### config.mk
export PLATFORM = sky130hd
export DESIGN_NAME = adam_mem_ctrl_flat
export DESIGN_NICKNAME = d
export VERILOG_FILES = /design/src/rtl/adam_mem_ctrl_pkg.sv /design/src/rtl/adam_mem_ctrl_if.sv /design/src/rtl/adam_mem_ctrl_rsp_fifo.sv /design/src/rtl/adam_mem_ctrl.sv /design/src/flat_wrapper.sv
export SDC_FILE = /design/constraint.sdc
export NUM_CORES = 1
export LEC_CHECK = 0
export CAP_MARGIN = 10
export CORE_ASPECT_RATIO = 1.25
export CORE_UTILIZATION = 44
export DETAILED_ROUTE_END_ITERATION = 6
export PLACE_DENSITY_LB_ADDON = 0.1
export SKIP_CTS_REPAIR_TIMING = 1
export SLEW_MARGIN = 10
export SYNTH_ARGS = -nofsm -noshare
export SYNTH_HDL_FRONTEND = slang
export SYNTH_HIERARCHICAL = 1
export SYNTH_SLANG_ARGS = --single-unit
### constraint.sdc
create_clock -name i_clk -period 3 [get_ports i_clk]
set_input_delay 0.6 -clock i_clk [delete_from_list [all_inputs] [get_ports i_clk]]
set_output_delay 0.6 -clock i_clk [all_outputs]
set_load 0.1 [all_outputs]
### src/rtl/adam_mem_ctrl_pkg.sv
// -----------------------------------------------------------------------------
// adam_mem_ctrl_pkg
// Shared widths, types and helpers for the adam_mem_ctrl front-end.
//   addr_t / data_t / strb_t : request address, data word and byte-enable types
//   mem_rsp_t                : one buffered response {rdata, err}
//   addr_in_range()          : byte address below the attached SRAM size
//   word_align()             : clear the byte-offset bits of an address
// -----------------------------------------------------------------------------
package adam_mem_ctrl_pkg;

    localparam int unsigned ADDR_WIDTH = 16;
    localparam int unsigned DATA_WIDTH = 32;
    localparam int unsigned STRB_WIDTH = DATA_WIDTH / 8;

    typedef logic [ADDR_WIDTH-1:0] addr_t;
    typedef logic [DATA_WIDTH-1:0] data_t;
    typedef logic [STRB_WIDTH-1:0] strb_t;

    typedef struct packed {
        data_t rdata;
        logic  err;
    } mem_rsp_t;

    function automatic logic addr_in_range(input addr_t addr, input int unsigned size);
        return (32'(addr) < size);
    endfunction

    // The SRAM works on whole words, so the byte offset is dropped on the way out.
    function automatic addr_t word_align(input addr_t addr);
        return addr & ~addr_t'(STRB_WIDTH - 32'd1);
    endfunction

endpackage

### src/rtl/adam_mem_ctrl_if.sv
// -----------------------------------------------------------------------------
// adam_mem_ctrl_if
// Request/response handshake bundle between a requester and adam_mem_ctrl.
//   req_valid/req_ready/req_addr/req_we/req_be/req_wdata : request channel
//   rsp_valid/rsp_ready/rsp_rdata/rsp_err                : response channel
// Modports: master = requester side, slave = controller side.
// -----------------------------------------------------------------------------
interface adam_mem_ctrl_if;
    import adam_mem_ctrl_pkg::*;

    logic  req_valid;
    logic  req_ready;
    addr_t req_addr;
    logic  req_we;
    strb_t req_be;
    data_t req_wdata;
    logic  rsp_valid;
    logic  rsp_ready;
    data_t rsp_rdata;
    logic  rsp_err;

    modport master (
        output req_valid, req_addr, req_we, req_be, req_wdata, rsp_ready,
        input  req_ready, rsp_valid, rsp_rdata, rsp_err
    );

    modport slave (
        input  req_valid, req_addr, req_we, req_be, req_wdata, rsp_ready,
        output req_ready, rsp_valid, rsp_rdata, rsp_err
    );
endinterface

### src/rtl/adam_mem_ctrl_rsp_fifo.sv
// -----------------------------------------------------------------------------
// adam_mem_ctrl_rsp_fifo
// DEPTH-entry FIFO of mem_rsp_t holding completed responses in order.
//   i_clk, i_rst_n : clock, asynchronous active-low reset (clears all entries)
//   i_push, i_data : write one entry (ignored only if full with no pop)
//   i_pop          : remove head entry (ignored when empty)
//   o_data         : head entry
//   o_count        : number of stored entries, o_empty : count == 0
// Push and pop in the same cycle both take effect and leave count unchanged.
// -----------------------------------------------------------------------------
module adam_mem_ctrl_rsp_fifo
    import adam_mem_ctrl_pkg::*;
#(
    parameter  int unsigned DEPTH = 2,
    localparam int unsigned PTR_W = (DEPTH > 32'd1) ? $clog2(DEPTH) : 32'd1,
    localparam int unsigned CNT_W = $clog2(DEPTH + 32'd1)
) (
    input  logic             i_clk,
    input  logic             i_rst_n,
    input  logic             i_push,
    input  mem_rsp_t         i_data,
    input  logic             i_pop,
    output mem_rsp_t         o_data,
    output logic [CNT_W-1:0] o_count,
    output logic             o_empty
);

    logic [PTR_W-1:0] r_wr_ptr;
    logic [PTR_W-1:0] r_rd_ptr;
    logic [CNT_W-1:0] r_count;
    mem_rsp_t         r_mem [DEPTH];
    logic             w_push_en;
    logic             w_pop_en;

    // Pointers wrap at DEPTH, which need not be a power of two.
    function automatic logic [PTR_W-1:0] ptr_next(input logic [PTR_W-1:0] p);
        if (p == PTR_W'(DEPTH - 32'd1)) begin
            return {PTR_W{1'b0}};
        end else begin
            return p + PTR_W'(1'b1);
        end
    endfunction

    // Qualify push/pop against the current fill level and expose the head.
    always_comb begin
        w_pop_en  = i_pop & (r_count != {CNT_W{1'b0}});
        w_push_en = i_push & ((r_count != CNT_W'(DEPTH)) | w_pop_en);
        o_empty   = (r_count == {CNT_W{1'b0}});
        o_count   = r_count;
        o_data    = r_mem[r_rd_ptr];
    end

    // Storage, pointers and occupancy counter.
    always_ff @(posedge i_clk or negedge i_rst_n) begin
        if (!i_rst_n) begin
            r_wr_ptr <= {PTR_W{1'b0}};
            r_rd_ptr <= {PTR_W{1'b0}};
            r_count  <= {CNT_W{1'b0}};
            for (int unsigned i = 32'd0; i < DEPTH; i++) begin
                r_mem[i] <= '{rdata: {DATA_WIDTH{1'b0}}, err: 1'b0};
            end
        end else begin
            if (w_push_en) begin
                r_mem[r_wr_ptr] <= i_data;
                r_wr_ptr        <= ptr_next(r_wr_ptr);
            end
            if (w_pop_en) begin
                r_rd_ptr <= ptr_next(r_rd_ptr);
            end
            case ({w_push_en, w_pop_en})
                2'b10:   r_count <= r_count + CNT_W'(1'b1);
                2'b01:   r_count <= r_count - CNT_W'(1'b1);
                default: r_count <= r_count;
            endcase
        end
    end

endmodule

### src/rtl/adam_mem_ctrl.sv
// -----------------------------------------------------------------------------
// adam_mem_ctrl
// Valid/ready front-end for a single-port byte-enable SRAM (adam_mem).
//   i_clk, i_rst_n       : clock, asynchronous active-low reset
//   bus (slave modport)  : request and response handshake channels
//   o_mem_req/o_mem_addr/o_mem_we/o_mem_be/o_mem_wdata : raw SRAM port
//   i_mem_rdata          : SRAM read data, valid the cycle after a read issue
// A request is issued to the SRAM in its accept cycle, its read data is
// captured one cycle later and queued; responses come back in order.
// Requests at or above SIZE never touch the SRAM and return rsp_err=1.
// -----------------------------------------------------------------------------
module adam_mem_ctrl
    import adam_mem_ctrl_pkg::*;
#(
    parameter  int unsigned SIZE      = 4096,
    parameter  int unsigned RSP_DEPTH = 2,
    localparam int unsigned CNT_W     = $clog2(RSP_DEPTH + 32'd1),
    localparam int unsigned OCC_W     = CNT_W + 32'd1
) (
    input  logic            i_clk,
    input  logic            i_rst_n,
    adam_mem_ctrl_if.slave  bus,
    output logic            o_mem_req,
    output addr_t           o_mem_addr,
    output logic            o_mem_we,
    output strb_t           o_mem_be,
    output data_t           o_mem_wdata,
    input  data_t           i_mem_rdata
);

    logic             r_inf_valid;
    logic             r_inf_we;
    logic             r_inf_err;
    logic             w_in_range;
    logic             w_accept;
    logic             w_pop;
    logic             w_req_ready;
    logic [OCC_W-1:0] w_occ;
    logic [CNT_W-1:0] w_count;
    logic             w_empty;
    mem_rsp_t         w_push_data;
    mem_rsp_t         w_head;

    // Slot accounting: a slot is reserved for the request in flight, and a
    // slot being popped this cycle is already free. Reset forces ready low.
    always_comb begin
        w_in_range  = addr_in_range(bus.req_addr, SIZE);
        w_pop       = ~w_empty & bus.rsp_ready;
        w_occ       = {1'b0, w_count}
                    + {{CNT_W{1'b0}}, r_inf_valid}
                    - {{CNT_W{1'b0}}, w_pop};
        w_req_ready = i_rst_n & (w_occ < OCC_W'(RSP_DEPTH));
        w_accept    = bus.req_valid & w_req_ready;
    end

    assign bus.req_ready = w_req_ready;

    // SRAM port: strobe and write enable only for an accepted in-range request.
    always_comb begin
        o_mem_req   = w_accept & w_in_range;
        o_mem_we    = o_mem_req & bus.req_we;
        o_mem_addr  = word_align(bus.req_addr);
        o_mem_be    = bus.req_be;
        o_mem_wdata = bus.req_wdata;
    end

    // Remember what was issued so the next cycle knows how to build its response.
    always_ff @(posedge i_clk or negedge i_rst_n) begin
        if (!i_rst_n) begin
            r_inf_valid <= 1'b0;
            r_inf_we    <= 1'b0;
            r_inf_err   <= 1'b0;
        end else begin
            r_inf_valid <= w_accept;
            r_inf_we    <= bus.req_we;
            r_inf_err   <= ~w_in_range;
        end
    end

    // mem_rdata is only meaningful for a good read; everything else returns zero.
    always_comb begin
        w_push_data.err = r_inf_err;
        if (!r_inf_we && !r_inf_err) begin
            w_push_data.rdata = i_mem_rdata;
        end else begin
            w_push_data.rdata = {DATA_WIDTH{1'b0}};
        end
    end

    adam_mem_ctrl_rsp_fifo #(
        .DEPTH (RSP_DEPTH)
    ) u_rsp_fifo (
        .i_clk   (i_clk),
        .i_rst_n (i_rst_n),
        .i_push  (r_inf_valid),
        .i_data  (w_push_data),
        .i_pop   (w_pop),
        .o_data  (w_head),
        .o_count (w_count),
        .o_empty (w_empty)
    );

    // Head of the buffer drives the response; an empty buffer shows zeros.
    always_comb begin
        bus.rsp_valid = ~w_empty;
        if (w_empty) begin
            bus.rsp_rdata = {DATA_WIDTH{1'b0}};
            bus.rsp_err   = 1'b0;
        end else begin
            bus.rsp_rdata = w_head.rdata;
            bus.rsp_err   = w_head.err;
        end
    end

endmodule
### src/flat_wrapper.sv
// flat-port wrapper written by rule: the top's interface ports become plain ports
module adam_mem_ctrl_flat import adam_mem_ctrl_pkg::*;
#(
    parameter  int unsigned SIZE      = 4096,
    parameter  int unsigned RSP_DEPTH = 2,
    localparam int unsigned CNT_W     = $clog2(RSP_DEPTH + 32'd1),
    localparam int unsigned OCC_W     = CNT_W + 32'd1
)
  (i_clk, i_rst_n, o_mem_req, o_mem_addr, o_mem_we, o_mem_be, o_mem_wdata, i_mem_rdata, bus_req_valid, bus_req_addr, bus_req_we, bus_req_be, bus_req_wdata, bus_rsp_ready, bus_req_ready, bus_rsp_valid, bus_rsp_rdata, bus_rsp_err);
  adam_mem_ctrl_if bus_i ();
  input  logic i_clk;
  input  logic i_rst_n;
  output logic o_mem_req;
  output addr_t o_mem_addr;
  output logic o_mem_we;
  output strb_t o_mem_be;
  output data_t o_mem_wdata;
  input  data_t i_mem_rdata;
  input wire logic [$bits(bus_i.req_valid)-1:0] bus_req_valid;
  input wire logic [$bits(bus_i.req_addr)-1:0] bus_req_addr;
  input wire logic [$bits(bus_i.req_we)-1:0] bus_req_we;
  input wire logic [$bits(bus_i.req_be)-1:0] bus_req_be;
  input wire logic [$bits(bus_i.req_wdata)-1:0] bus_req_wdata;
  input wire logic [$bits(bus_i.rsp_ready)-1:0] bus_rsp_ready;
  output wire logic [$bits(bus_i.req_ready)-1:0] bus_req_ready;
  output wire logic [$bits(bus_i.rsp_valid)-1:0] bus_rsp_valid;
  output wire logic [$bits(bus_i.rsp_rdata)-1:0] bus_rsp_rdata;
  output wire logic [$bits(bus_i.rsp_err)-1:0] bus_rsp_err;
  assign bus_i.req_valid = bus_req_valid;
  assign bus_i.req_addr = bus_req_addr;
  assign bus_i.req_we = bus_req_we;
  assign bus_i.req_be = bus_req_be;
  assign bus_i.req_wdata = bus_req_wdata;
  assign bus_i.rsp_ready = bus_rsp_ready;
  assign bus_req_ready = bus_i.req_ready;
  assign bus_rsp_valid = bus_i.rsp_valid;
  assign bus_rsp_rdata = bus_i.rsp_rdata;
  assign bus_rsp_err = bus_i.rsp_err;
  adam_mem_ctrl #(.SIZE(SIZE), .RSP_DEPTH(RSP_DEPTH)) u_core (.i_clk(i_clk), .i_rst_n(i_rst_n), .bus(bus_i), .o_mem_req(o_mem_req), .o_mem_addr(o_mem_addr), .o_mem_we(o_mem_we), .o_mem_be(o_mem_be), .o_mem_wdata(o_mem_wdata), .i_mem_rdata(i_mem_rdata));
endmodule
# Yosys cells after proc, flatten, opt, wreduce, memory -nomap -nowiden
# Index checks and enable logic that the tools add are counted.
# word_totals
register_bits	73
latch_bits	0
mem_bits_rw	0
mem_bits_ro	0
inputBits	89
output_inout_bits	89
wordCells	55
mem_count	0
# classes
add_sub_neg	6
n_mul	0
div	0
n_lt_le_gt_ge	5
n_eq_ne	3
n_shift	0
n_mux	12
bitwise	12
reduce_logical	7
# ops
operator	count
$mux W33	4
$bwmux W66	1
$mux W32	2
$demux W33 S1	1
$lt A16 B13 Y1 const B	1
$and A1 B1 Y1	7
$ge A2 B2 Y1 const B	2
$not A1 Y2	2
$pmux W2 S2	1
$reduce_bool A2 Y1	2
$add A2 B1 Y3	1
$lt A3 B2 Y1 const B	1
$mux W1	3
$sub A3 B1 Y3	1
$add A1 B1 Y1 const B	2
$add A2 B1 Y2 const B	1
$eq A2 B1 Y1 const B	1
$eq A2 B2 Y1 const B	1
$logic_and A1 B1 Y1	2
$logic_not A1 Y1	2
$logic_not A2 Y1	1
$lt A2 B1 Y1 const B	1
$ne A2 B2 Y1 const B	1
$not A1 Y1	2
other kinds (2)	2

# Logic depth before layout (Yosys ltp)
# depth
word_depth	9
depth_mapped	8

# Modules after synthesis
# The synthesis kept the hierarchy.
# by_module_without_submodules
module	instances	cells_each	area_per_inst_um2	seq_area_each_um2
adam_mem_ctrl_rsp_fifo	1	221	3315.7	1751.7
adam_mem_ctrl	1	143	1012.2	75.1

# Worst setup path after synthesis
# OpenSTA, ideal clock, no wires.
# synth_timing
path_kind	reg-to-output
start	register u_core.u_rsp_fifo.r_count[1], in the netlist u_core/u_rsp_fifo/o_count[1]
end	output o_mem_req
arrival_time_ns	4.003
path_slack_ns	-1.603
path_stages_with_launch	8
path_buffers	0
path_cell_list	dfrtp_1 > nor2_1 > nor2b_1 > ha_1 > nand2b_1 > fa_1 > xor2_1 > nor3_1
# synth_between
elab_chain_cells	8
word_cells_on_any_way	9
# synth_lines
element	line	rtl
start: declaration	adam_mem_ctrl_rsp_fifo.sv:30	logic [CNT_W-1:0] r_count;
start signal: assignment	adam_mem_ctrl_rsp_fifo.sv:58	r_count <= {CNT_W{1'b0}};
start signal: assignment	adam_mem_ctrl_rsp_fifo.sv:71	2'b10: r_count <= r_count + CNT_W'(1'b1);
start signal: assignment	adam_mem_ctrl_rsp_fifo.sv:72	2'b01: r_count <= r_count - CNT_W'(1'b1);
$logic_not A2 Y1	adam_mem_ctrl_rsp_fifo.sv:48	o_empty = (r_count == {CNT_W{1'b0}});
via u_core.w_empty	adam_mem_ctrl.sv:40	logic w_empty;
$not A1 Y1	adam_mem_ctrl.sv:48	w_pop = ~w_empty & bus.rsp_ready;
$and A1 B1 Y1	adam_mem_ctrl.sv:48	
via u_core.w_pop	adam_mem_ctrl.sv:36	logic w_pop;
$sub A3 B1 Y3	adam_mem_ctrl.sv:51	- {{CNT_W{1'b0}}, w_pop};
$lt A3 B2 Y1	adam_mem_ctrl.sv:52	w_req_ready = i_rst_n & (w_occ < OCC_W'(RSP_DEPTH));
$and A1 B1 Y1	adam_mem_ctrl.sv:52	
$and A1 B1 Y1	adam_mem_ctrl.sv:53	w_accept = bus.req_valid & w_req_ready;
$and A1 B1 Y1	adam_mem_ctrl.sv:60	o_mem_req = w_accept & w_in_range;
end: declaration	flat_wrapper.sv:13	output logic o_mem_req;
# The timed path passes the listed nets, and every way through them passes these cells.

# Final worst setup path
# layout_timing
start	register u_core.u_rsp_fifo.r_count[1], in the netlist u_core/u_rsp_fifo/o_count[1]
end	output o_mem_we
# layout_between
elab_chain_cells	9
word_cells_on_any_way	10
# layout_lines
element	line	rtl
$logic_not A2 Y1	adam_mem_ctrl_rsp_fifo.sv:48	
via u_core.w_empty	adam_mem_ctrl.sv:40	
$not A1 Y1	adam_mem_ctrl.sv:48	
$and A1 B1 Y1	adam_mem_ctrl.sv:48	
via u_core.w_pop	adam_mem_ctrl.sv:36	
$sub A3 B1 Y3	adam_mem_ctrl.sv:51	
$lt A3 B2 Y1	adam_mem_ctrl.sv:52	
$and A1 B1 Y1	adam_mem_ctrl.sv:52	
$and A1 B1 Y1	adam_mem_ctrl.sv:53	
$and A1 B1 Y1	adam_mem_ctrl.sv:60	
$and A1 B1 Y1	adam_mem_ctrl.sv:61	o_mem_we = o_mem_req & bus.req_we;
end: declaration	flat_wrapper.sv:15	output logic o_mem_we;
# The timed path passes the listed nets, and every way through them passes these cells.

==> metrics <==
maximum fanout count along the critical path 3; share of synthesized area occupied by flip-flops and latches 0.4221; Ant. Diodes 0; number of storage elements in the synthesis netlist 73; starting utilization of the core area 0.4504; type of destination of the critical path output port; summed instance area of the synthesized netlist 0.004328 mm²; largest net degree at the start of global routing 74; Buf+Inv Stages, Crit Path 1; buffer type at the clock tree root clkbuf_16; area share of the largest cell type after synthesis 0.4221; number of port buffers 81; status finished clean; Worst setup SP type register; number of CTS-inserted buffers 9; area used by sequential logic in the layout 0.001831 mm²; Die Height around 110 µm; average footprint of a synthesized cell 11.89 µm²; area occupied by multi-input gates 0.002048 mm²; worst endpoint data arrival time around 2.4 ns; area of the core 0.009609 mm²; RD Place Congestion 0.6637; Longest Clk Path Bufs 2; total grt overflow 0; TritonCTS clock tree yes; width of the die 90.71 µm; number of fill cells 814; global-route wire length before repair 14580 µm; vias in the first global route 2942; Fin. Hold Viols 0; most common library cell in the layout ignoring fill and taps dfrtp_1; placed wire-length estimate after detailed placement 5491 µm; clock slew at the register clock pins of the worst setup and hold paths ~0.050 ns; DRC violation count after routing 0; critical path, cell by cell nor2_4 > nor2b_4 > ha_4 > nand2b_4 > fa_2 > nand3_4 > nor4_4 > buf_12; top achievable clock speed 0.3347 GHz; Design Power 4.640 mW; residual antenna-violating net count after detailed routing 0; vias after detailed routing 2707; Worst IR Drop VDD 0.9342 mV; Final Max Tran Viols 0; RSZ-0062 raised after global routing true; Distinct cells, synth 36; floorplan die area 0.01024 mm²; worst setup path category reg -> out; combined global-route utilization of all metal layers 0.1808; final worst path period share 0.9960; largest delay contributor family on the critical path adder cells; number of DRC violations after detailed-routing iteration 0 52; routed wirelength normalized by instance count around 16 µm; initial antenna violation count 1; I/O Pins 178; type of the tightest min-delay check reg -> reg; final critical delay including setup and external delays 2.988 ns; Mapped Cells 364; layout net count 487; max capacitance violation total 0; clock skew between 0.004 and 0.005 ns; most used cells in the layout excluding fill and tap cells dfrtp_1, mux2_4, clkdlybuf4s50_1; number of warning messages in the yosys log 6; Leak Pwr ~2.5 nW; via count normalized by instance count about 5.1; worst-case setup slack after placement -0.3269 ns; leading cell types by total area after synthesis dfrtp_1, mux2_4, buf_4; insertion delay to the later sink of the worst-skew pair between 0.3 and 0.4 ns; power density of the placed cells 820.3 mW/mm²; required time at the worst-slack endpoint 2.40 ns; sinks on the clock net 73; number of search-and-repair iterations in the first detailed-routing pass 4; final count of negative-setup-slack endpoints 0; min setup slack post-route approximately 0.012 ns; slowest cell on the critical path fa_2; Row Count 40; actual transition at the worst max-transition pin 0.9229 ns; maximum level of the CTS H-tree 3; cell taking the most area after synthesis dfrtp_1; fraction of final layout cells sized beyond drive strength 1 0.4065; area growth from synthesis to layout 30.70%; total detailed-routing wirelength 8569 µm; worst slew slack as a fraction of its limit 0.3847; max incr delay on CP roughly 0.57 ns
## Yosys cell counts, drive strengths merged
cell type and number:
nor2b 34, inv 5, o21ai 2, ha 1, nand2b 4, nor3 3
buf 64, xnor2 1, o2bb2ai 24, mux2 75, nor4 1, nand3 3
and2 32, fa 1, conb 1, a22oi 1, nor3b 1, xor2 2
nand2 16, a21oi 2, or3b 1, or4 1, nor2 6, clkbuf 9
o21a 1, dfrtp 73
## layer usage
metal	global-route usage	wire length (µm)	vias to the layer above
li1	-	-	1242
met1	0.2269	3779	1353
met2	0.2914	4169	95
met3	0.05645	475	15
met4	0.06989	136	2
met5	0	9	-
## path summary, 6_finish.rpt
| path | from | to | slack [ns] | cells after the start |
|---|---|---|---|---|
| min | u_core/u_rsp_fifo/r_mem[12] | u_core/u_rsp_fifo/r_mem[12] | 0.48 | 1 |
| min in group asynchronous | i_rst_n | u_core/u_rsp_fifo/r_mem[44] | 0.53 | 2 |
| min reg2reg | u_core/u_rsp_fifo/r_mem[12] | u_core/u_rsp_fifo/r_mem[12] | 0.48 | 1 |
| max in group asynchronous | i_rst_n | u_core/u_rsp_fifo/r_rd_ptr | 1.84 | 2 |
| max | u_core/u_rsp_fifo/o_count[1] | o_mem_we | 0.01 | 8 |
| max reg2reg | u_core/r_inf_valid | u_core/u_rsp_fifo/r_mem[27] | 0.95 | 4 |
## cell type report
class,instances,share of cell area
flip-flops and latches,73,0.3236
repair buffers,93,0.2236
inverters,5,0.003318
clock buffers,11,0.04114
well taps,126,0.02787
clock inverters,5,0.01836
multi-input cells,214,0.3621
## metrics by stage
stage | hold slack [ns] | utilization | cell area [µm²] | cells | setup TNS, ns
2_1_floorplan | 0.3044 | - | 4398 | 365 | -0.7095
3_3_place_gp | 0.4652 | 0.5496 | 5281 | 511 | -0.8049
3_5_place_dp | 0.4714 | 0.5496 | 5281 | 511 | -0.8703
4_1_cts | 0.4841 | 0.5846 | 5618 | 527 | -0.8916
5_1_grt | 0.5003 | 0.5887 | 5657 | 527 | -0.09454
6_report | 0.4808 | 0.5887 | 5657 | 527 | 0
## cell families after synthesis
family          share of synthesized area
compound gates                    0.05811
xor+xnor                         0.006072
fa+ha+maj                        0.007516
buf+inv                            0.1307
flops                              0.4221
mux                                0.2298
other cells                     0.0008665
simple gates                       0.1448
## power by group
part | internal [mW] | switching, mW | leakage (nW)
sequential | 1.14 | 0.150 | 0.994
combinational | 0.875 | 1.28 | 1.36
clock | 0.812 | 0.379 | 0.164
## sequential cells by signal, indices dropped and copies added (netlist names)
name                        flops
u_core/u_rsp_fifo/r_rd_ptr      1
u_core/u_rsp_fifo/o_count       2
u_core/u_rsp_fifo/r_wr_ptr      1
u_core/r_inf_err                1
u_core/r_inf_we                 1
u_core/u_rsp_fifo/r_mem        66
u_core/r_inf_valid              1
No activity file was read; power rests on OpenSTA's default activity.
